**src/rtl/noise_synth.sv**
```systemverilog
// ----------------------------------------------------------------------------
// noise_synth
//
// Multi-voice LFSR noise/tone generator with per-voice volume and a
// registered digital mixer, programmed over a narrow 6-bit write bus.
//
// Each voice owns a clock divider, a 10-bit LFSR with a 4-bit tap mask and a
// 4-bit volume. The divider produces a tick every div+1 cycles. Each tick
// advances the LFSR by one step. The voice emits its volume whenever lfsr[0]
// is set. All voice outputs are summed into a registered mix sample.
//
// Optional feature (compile-time macro NOISE_SYNTH_PDM_EN):
//   A first-order sigma-delta modulator converts mix_out into a 1-bit
//   bitstream on pdm_out. Without the macro, pdm_out is constant 0 and no
//   accumulator exists.
//
// Parameters:
//   NUM_VOICES  number of voices, 1..16
//   DIV_WIDTH   divider width per voice, 7..12
//   MIX_W       derived, 4 + clog2(NUM_VOICES), width of the mix sample
//
// Ports:
//   clk      in   1      sole clock, rising edge
//   rst      in   1      synchronous active-high reset
//   wr       in   1      write strobe; the bus is sampled only when wr=1
//   sel      in   1      0 = load address register, 1 = write data
//   din      in   6      address or data value
//   mix_out  out  MIX_W  registered sum of all voice outputs
//   pdm_out  out  1      sigma-delta bitstream (0 when compiled out)
//
// Register map (addr[5:2] = voice index, addr[1:0] = register):
//   0  div[5:0]            <- din[5:0]
//   1  div[DIV_WIDTH-1:6]  <- din[DIV_WIDTH-7:0]
//   2  mask[3:0]           <- din[3:0], also retriggers (lfsr=1, cnt=0)
//   3  vol[3:0]            <- din[3:0]
// ----------------------------------------------------------------------------
module noise_synth #(
   parameter int NUM_VOICES = 4,
   parameter int DIV_WIDTH  = 12,
   localparam int MIX_W     = 4 + $clog2(NUM_VOICES)
) (
   input  logic             clk,
   input  logic             rst,
   input  logic             wr,
   input  logic             sel,
   input  logic [5:0]       din,
   output logic [MIX_W-1:0] mix_out,
   output logic             pdm_out
);

   localparam logic [1:0] REG_DIV_LO = 2'd0;
   localparam logic [1:0] REG_DIV_HI = 2'd1;
   localparam logic [1:0] REG_MASK   = 2'd2;
   localparam logic [1:0] REG_VOL    = 2'd3;

   // -------------------------------------------------------------------------
   // Bus front end
   // -------------------------------------------------------------------------
   logic [5:0] addr_reg;
   logic       addr_wr;
   logic       data_wr;
   logic [3:0] voice_sel;
   logic [1:0] reg_sel;

   assign addr_wr   = wr & ~sel;
   assign data_wr   = wr &  sel;
   assign voice_sel = addr_reg[5:2];
   assign reg_sel   = addr_reg[1:0];

   always_ff @(posedge clk) begin
      if (rst) begin
         addr_reg <= '0;
      end else if (addr_wr) begin
         addr_reg <= din;
      end
   end

   // Per-voice output levels, packed so the mixer can iterate over them.
   logic [NUM_VOICES-1:0][3:0] vo_all;

   // -------------------------------------------------------------------------
   // Voices
   // -------------------------------------------------------------------------
   // Voice indices at or above NUM_VOICES never match any gi below, so data
   // writes addressed to them fall through without touching any state.
   genvar gi;
   generate
      for (gi = 0; gi < NUM_VOICES; gi = gi + 1) begin : gen_voice
         logic [DIV_WIDTH-1:0] div_reg;
         logic [DIV_WIDTH-1:0] cnt_reg;
         logic [DIV_WIDTH-1:0] cnt_next;
         logic [3:0]           mask_reg;
         logic [3:0]           vol_reg;
         logic [9:0]           lfsr_reg;
         logic [9:0]           lfsr_next;
         logic                 hit;
         logic                 wr_div_lo;
         logic                 wr_div_hi;
         logic                 wr_mask;
         logic                 wr_vol;
         logic                 tick;
         logic                 fb;

         assign hit       = data_wr && (voice_sel == 4'(gi));
         assign wr_div_lo = hit && (reg_sel == REG_DIV_LO);
         assign wr_div_hi = hit && (reg_sel == REG_DIV_HI);
         assign wr_mask   = hit && (reg_sel == REG_MASK);
         assign wr_vol    = hit && (reg_sel == REG_VOL);

         // Compare against the current (pre-write) div, so a div write that
         // lands on a tick only takes effect from the following cycle. A cnt
         // already above a freshly lowered div simply ticks at once.
         assign tick     = (cnt_reg >= div_reg);
         assign cnt_next = tick ? '0 : cnt_reg + DIV_WIDTH'(1);

         assign fb = (lfsr_reg[1] & mask_reg[0]) ^
                     (lfsr_reg[4] & mask_reg[1]) ^
                     (lfsr_reg[6] & mask_reg[2]) ^
                     (lfsr_reg[9] & mask_reg[3]);

         // The all-zero state is only reachable with sparse masks (e.g. the
         // walking one with mask=0); recover to 1 so the voice keeps cycling.
         assign lfsr_next = (lfsr_reg == 10'd0) ? 10'd1 : {lfsr_reg[8:0], fb};

         always_ff @(posedge clk) begin
            if (rst) begin
               div_reg <= '0;
            end else if (wr_div_lo) begin
               div_reg[5:0] <= din;
            end else if (wr_div_hi) begin
               div_reg[DIV_WIDTH-1:6] <= din[DIV_WIDTH-7:0];
            end
         end

         always_ff @(posedge clk) begin
            if (rst) begin
               vol_reg <= '0;
            end else if (wr_vol) begin
               vol_reg <= din[3:0];
            end
         end

         // Retrigger outranks a coincident tick: the voice restarts cleanly
         // from lfsr=1 with a fresh divider phase.
         always_ff @(posedge clk) begin
            if (rst) begin
               mask_reg <= '0;
               lfsr_reg <= 10'd1;
               cnt_reg  <= '0;
            end else if (wr_mask) begin
               mask_reg <= din[3:0];
               lfsr_reg <= 10'd1;
               cnt_reg  <= '0;
            end else begin
               cnt_reg <= cnt_next;
               if (tick) begin
                  lfsr_reg <= lfsr_next;
               end
            end
         end

         assign vo_all[gi] = lfsr_reg[0] ? vol_reg : 4'd0;
      end
   endgenerate

   // -------------------------------------------------------------------------
   // Mixer
   // -------------------------------------------------------------------------
   // MIX_W is sized so 15*NUM_VOICES always fits; no saturation is needed.
   logic [MIX_W-1:0] mix_next;
   logic [MIX_W-1:0] mix_reg;

   always_comb begin
      mix_next = '0;
      for (int i = 0; i < NUM_VOICES; i++) begin
         mix_next = mix_next + MIX_W'(vo_all[i]);
      end
   end

   always_ff @(posedge clk) begin
      if (rst) begin
         mix_reg <= '0;
      end else begin
         mix_reg <= mix_next;
      end
   end

   assign mix_out = mix_reg;

   // -------------------------------------------------------------------------
   // Sigma-delta output
   // -------------------------------------------------------------------------
`ifdef NOISE_SYNTH_PDM_EN
   // The carry out of a MIX_W-bit phase accumulator fed with mix_out yields
   // a ones density of mix_out / 2^MIX_W. It works from the registered mix,
   // so pdm_out trails mix_out by one cycle.
   logic [MIX_W-1:0] acc_reg;
   logic [MIX_W:0]   acc_sum;
   logic             pdm_reg;

   assign acc_sum = {1'b0, acc_reg} + {1'b0, mix_reg};

   always_ff @(posedge clk) begin
      if (rst) begin
         acc_reg <= '0;
         pdm_reg <= 1'b0;
      end else begin
         acc_reg <= acc_sum[MIX_W-1:0];
         pdm_reg <= acc_sum[MIX_W];
      end
   end

   assign pdm_out = pdm_reg;
`else
   assign pdm_out = 1'b0;
`endif

endmodule
```
**config.mk**
```make
export PLATFORM = sky130hd
export DESIGN_NAME = noise_synth
export DESIGN_NICKNAME = d
export VERILOG_FILES = /design/src/rtl/noise_synth.sv
export SDC_FILE = /design/constraint.sdc
export NUM_CORES = 1
export LEC_CHECK = 0
export ABC_AREA = 0
export BUFFER_PORTS_ARGS = -buffer_cell sky130_fd_sc_hd__buf_2
export CELL_PAD_IN_SITES_DETAIL_PLACEMENT = 2
export CELL_PAD_IN_SITES_GLOBAL_PLACEMENT = 2
export CORE_UTILIZATION = 40
export CTS_CLUSTER_DIAMETER = 120
export CTS_CLUSTER_SIZE = 30
export DETAILED_ROUTE_END_ITERATION = 10
export GPL_TIMING_DRIVEN = 0
export PLACE_DENSITY = 0.76
export SLEW_MARGIN = 20
export SYNTH_ARGS = -nofsm -noshare
export SYNTH_HDL_FRONTEND = slang
export SYNTH_SLANG_ARGS = --single-unit
```
**constraint.sdc**
```tcl
create_clock -name clk -period 3 [get_ports clk]
set_input_delay 0.15 -clock clk [delete_from_list [all_inputs] [get_ports clk]]
set_output_delay 0.15 -clock clk [all_outputs]
set_load 0.1 [all_outputs]
```
== After elaboration in Yosys (flattened, before gate mapping) ==
Index checks and enable logic that the tools add are counted.

* Bits in registers: 180
* Output and inout bits: 7

* Bitwise operators: 35
* Add/subtract/negate cells: 7
* Equal/unequal tests: 6
* Reductions and logical operators: 38
* Muxes and demuxes: 8
* Order comparisons: 4

{| class="wikitable"
|+ Operators with widths
! cell !! number
|-
| adder 12 x 1 -> 12 bit (second input constant) || 4
|-
| greater-or-equal comparator 12 bit || 4
|-
| logical NOT 10 bit || 4
|-
| 2-to-1 mux 10 bit || 4
|-
| logical AND 1 bit || 20
|-
| bitwise AND 1 bit || 18
|-
| 2-to-1 mux 4 bit || 4
|-
| OR reduction 3 bit || 4
|-
| bitwise XOR 1 bit || 12
|-
| equality test 4 x 2 -> 1 bit (second input constant) || 2
|-
| AND reduction 2 bit || 4
|-
| OR reduction 2 bit || 4
|-
| adder 5 x 4 -> 6 bit || 1
|-
| adder 6 x 4 -> 6 bit || 1
|-
| adder 4 x 4 -> 5 bit || 1
|-
| NOT 1 bit || 5
|-
| equality test 2 bit (second input constant) || 2
|-
| equality test 4 x 1 -> 1 bit (second input constant) || 1
|-
| logical NOT 4 bit || 1
|-
| equality test 2 x 1 -> 1 bit (second input constant) || 1
|-
| logical NOT 2 bit || 1
|}

== Logic depth before layout (Yosys ltp) ==
* Depth in word-level cells: 5
* Depth in mapped cells: 10
* Mapped depth without buffers: 10

== Worst setup path before layout ==
OpenSTA, ideal clock, no wires.

* Path type: flip-flop to flip-flop
* From: register gen_voice[0].lfsr_reg[0]
* To: register mix_reg[4] (netlist: mix_out[4])
* Clock period less this slack: 2.600 ns
* Arrival: 2.472 ns
* Slack: 0.400 ns
* Library setup time: 0.128 ns
* Path buffers: 0
* Cell stages (with the launch flop): 11
* Cells stage by stage: dfxtp_1 and2_1 fa_1 inv_1 fa_1 inv_1 ha_1 a21o_1 a21oi_1 xor2_1 nor2_1

* Word-level cells in the longest chain between the ends: 4

{| class="wikitable"
|+ RTL lines
! what !! RTL line !! text
|-
| from (decl) || 94 || <nowiki>logic [9:0] lfsr_reg;</nowiki>
|-
| from (signal assigned) || 157 || <nowiki>lfsr_reg <= lfsr_next;</nowiki>
|-
| 2-to-1 mux 4 bit || 162 || <nowiki>assign vo_all[gi] = lfsr_reg[0] ? vol_reg : 4'd0;</nowiki>
|-
| adder 4 x 4 -> 5 bit || 176 || <nowiki>mix_next = mix_next + MIX_W'(vo_all[i]);</nowiki>
|-
| adder 5 x 4 -> 6 bit || 176 ||
|-
| adder 6 x 4 -> 6 bit || 176 ||
|-
| to (signal assigned) || 184 || <nowiki>mix_reg <= mix_next;</nowiki>
|-
| to (decl) || 171 || <nowiki>logic [MIX_W-1:0] mix_reg;</nowiki>
|}

No other way between the ends.
A chain may end at the register's enable or synchronous reset.

== Worst setup path in the final report ==
* From: register gen_voice[1].lfsr_reg[0]
* To: register mix_reg[5] (netlist: mix_out[5])

* Word-level cells in the longest chain between the ends: 4

{| class="wikitable"
|+ RTL lines
! what !! RTL line
|-
| from (decl) || 94
|-
| from (signal assigned) || 157
|-
| 2-to-1 mux 4 bit || 162
|-
| adder 4 x 4 -> 5 bit || 176
|-
| adder 5 x 4 -> 6 bit || 176
|-
| adder 6 x 4 -> 6 bit || 176
|}

No other way between the ends.

==> impl_metrics.json <==
{
  "gp_congestion": 0.7262,
  "clk_latency_ns": 0.44,
  "setup_ws_ns": 0.1837,
  "clockBufferDepth": 2,
  "startpoint_type": "flip-flop",
  "synthMostInstantiatedCell": "dfxtp_1",
  "yosys_register_bits": 180,
  "cp.buffers_inverters": 1,
  "async_reset_ff_share_pct": 0,
  "h-tree-depth": 4,
  "synth_flop_cell": "dfxtp_1",
  "dp_cells": 1265,
  "synthTopCellsByArea": "dfxtp_1 41%, mux2i_1 10%, ha_1 8.2%",
  "cpMostUsedCell": "fa_1",
  "numCtsBuffers": 17,
  "arrival_ns": 3.16,
  "grt_use_met1_pct": 28.43,
  "grt_pass1_wl_um": 38990,
  "hold_viol": 0,
  "pre_cts_slack_ns": -0.05212,
  "synthCells": 982,
  "initialDrtViolationCount": 238,
  "leakagePower_nw": 3.817,
  "portBuffers": 8,
  "critical_path.cell_chain": "and2_1 -> fa_1 -> fa_1 -> ha_1 -> inv_1 -> fa_1 -> nor2b_2 -> o21ai_0 -> a21oi_1",
  "die_y_um": 149.6,
  "yosys_warnings": 0,
  "crit_family": "adder cells",
  "vias_per_cell": 5.314,
  "synth_common_cells": "180 x dfxtp_1, 129 x nand2_1, 90 x mux2i_1, 82 x nor2_1, 65 x nand3_1",
  "grt_max_degree": 18,
  "first_pass_iters": 4,
  "skew_ns": 0.01138,
  "rows": 53,
  "path_clk_slew_ns": 0.07,
  "area_growth_pct": 11.36,
  "synth_nets": 1057,
  "grt_overflow": 0,
  "drive_gt1_share_pct": 7.436,
  "dieArea_mm2": 0.02237,
  "nets": 1084,
  "slowest_stage": "fa_1",
  "yosys.area.top_type": "dfxtp_1",
  "via_count": 6892,
  "worst-path-stages": 9,
  "grt_pass1_vias": 7517,
  "synth_edf_count": 0,
  "hold_slack_ns": 0.1577,
  "start_util_pct": 41.17,
  "drc": 0,
  "critPathKind": "flip-flop to flip-flop",
  "gr-max-usage-layer": "met2",
  "slew_headroom_pct": 23.19,
  "max-cap-violations": 0,
  "die_w_um": 149.6,
  "whs_path_depth": 3,
  "ys_types": 47,
  "power_density_mw_per_mm2": 532.5,
  "max_stage_delay_ns": 0.56,
  "n_antenna_cell": 0,
  "final_util_pct": 45.85,
  "clock-sinks": 180,
  "antenna_found_initial": 1,
  "clock.fmax_mhz": 355.1,
  "path_max_fanout": 7,
  "syn_avg_cell_area_um2": 8.869,
  "setup_violations": 0,
  "finalCritPeriodShare_pct": 93.88,
  "grt_use_met2_pct": 39.51,
  "cts-root-buf": "clkbuf_16",
  "slew_violations": 0,
  "period_needed_ns": 2.816,
  "synthesis.area_mm2": 0.008710,
  "final_antenna_net_count": 0,
  "wl_per_cell_um": 18.23,
  "finalNonFillerCells": 1297,
  "tightest_slew_ns": 1.142,
  "ys_seq_area_share_pct": 41.37,
  "synth.top_cell.area_share_pct": 41.37,
  "postCtsSetupRepairBufs": 0,
  "use_met3_pct": 3.689,
  "hpwl_um": 17330,
  "core_area_mm2": 0.02115,
  "io-pin-count": 17,
  "outcome": "complete, no violations",
  "grt_usage_pct": 22.41,
  "cp-end-kind": "flip-flop",
  "grt_setup_unrepaired": "no",
  "worstHoldPathType": "input port to flip-flop",
  "cts_tree": "done",
  "ir_drop_mv": 0.3402,
  "drt-total-wl_um": 23640,
  "r2r_cells": 9,
  "cp.required_ns": 3.34
}
[placed cells by master (no fill, tap or decap), drive strengths merged, types with 10 or more instances in the layout]
| cell type | synthesis | routed |
|---|---|---|
| xnor2 | 25 | 25 |
| nor3 | 48 | 48 |
| nor2 | 82 | 82 |
| inv | 62 | 68 |
| nand4 | 18 | 18 |
| dfxtp | 180 | 180 |
| and2 | 10 | 10 |
| ha | 57 | 57 |
| nand2 | 129 | 129 |
| buf | 20 | 28 |
| mux2i | 90 | 90 |
| clkbuf | 32 | 49 |
| xor2 | 24 | 24 |
| nand3 | 65 | 65 |
| a21oi | 56 | 56 |
| nor4 | 11 | 11 |
[final cells by class]
cell class | instances | area (µm²)
Fill cell | 2343 | 11450
Multi-Input combinational cell | 688 | 4639
Sequential cell | 180 | 3610
Clock buffer | 17 | 425.4
Tap cell | 275 | 344.1
Buffer | 52 | 236.5
Inverter | 62 | 232.7
Clock inverter | 15 | 171.4
Timing Repair Buffer | 8 | 40.04
[power breakdown]
group / switching, W / internal, W
Clock: 0.00106 / 0.00125
Sequential: 0.0000542 / 0.00244
Combinational: 0.000233 / 0.000127
[layer usage]
layer  wire length (µm)  part of all wire [%]  up-vias
met5                  0                     0        -
met4                206                  0.87        0
met3                536                   2.3       17
met2              11990                    51       53
met1              10920                    46     3451
li1                   -                     -     3371
[worst paths after layout]
kind                       startpoint  slack, ns                       to
max          gen_voice[1].lfsr_reg[0]       0.18               mix_out[5]
min                            din[2]       0.16  gen_voice[1].div_reg[8]
max reg2reg  gen_voice[1].lfsr_reg[0]       0.18               mix_out[5]
min reg2reg   gen_voice[1].div_reg[8]       0.46  gen_voice[1].div_reg[8]
[cells by family (layout without fill, tap and decap cells)]
family / count (synthesis) / in the layout / synth area share, %
and+or+nand+nor: 398 / 398 / 22.08
DFF: 180 / 180 / 41.37
buffers and inverters: 114 / 154 / 5.387
muxes: 90 / 90 / 10.34
AOI/OAI and AO/OA: 85 / 85 / 5.818
adders and majority gates: 65 / 65 / 10.03
xor gates and xnor gates: 49 / 49 / 4.927
other: 1 / 1 / 0.04306
[worst reg2reg max path: cells and delay by family (launching register included)]
kind	cells	cell delay [ns]
AO/OA/AOI/OAI	2	0.32
adder cells (fa/ha/maj)	4	1.63
buffers and inverters	1	0.06
flip-flops	1	0.39
AND/OR/NAND/NOR	2	0.34
[stage by stage]
step / setup TNS (ns) / area [µm²] / total power [W]
2_1_floorplan: 0 / 8710 / 0.002788
6_report: 0 / 9699 / 0.005165
3_5_place_dp: -0.05212 / 9094 / 0.002909
3_3_place_gp: -0.04983 / 9094 / 0.002897
4_1_cts: 0 / 9692 / 0.005230
5_1_grt: 0 / 9699 / 0.005378
[timing repair]
action | in CTS | in global routing
hold buffers | 0 | 0
pin swaps | 0 | 2
gates resized for setup | 1 | 4
endpoints found under the hold margin | 0 | 0
setup endpoints to repair | 1 | 2
(Power assumes the default switching activity.)
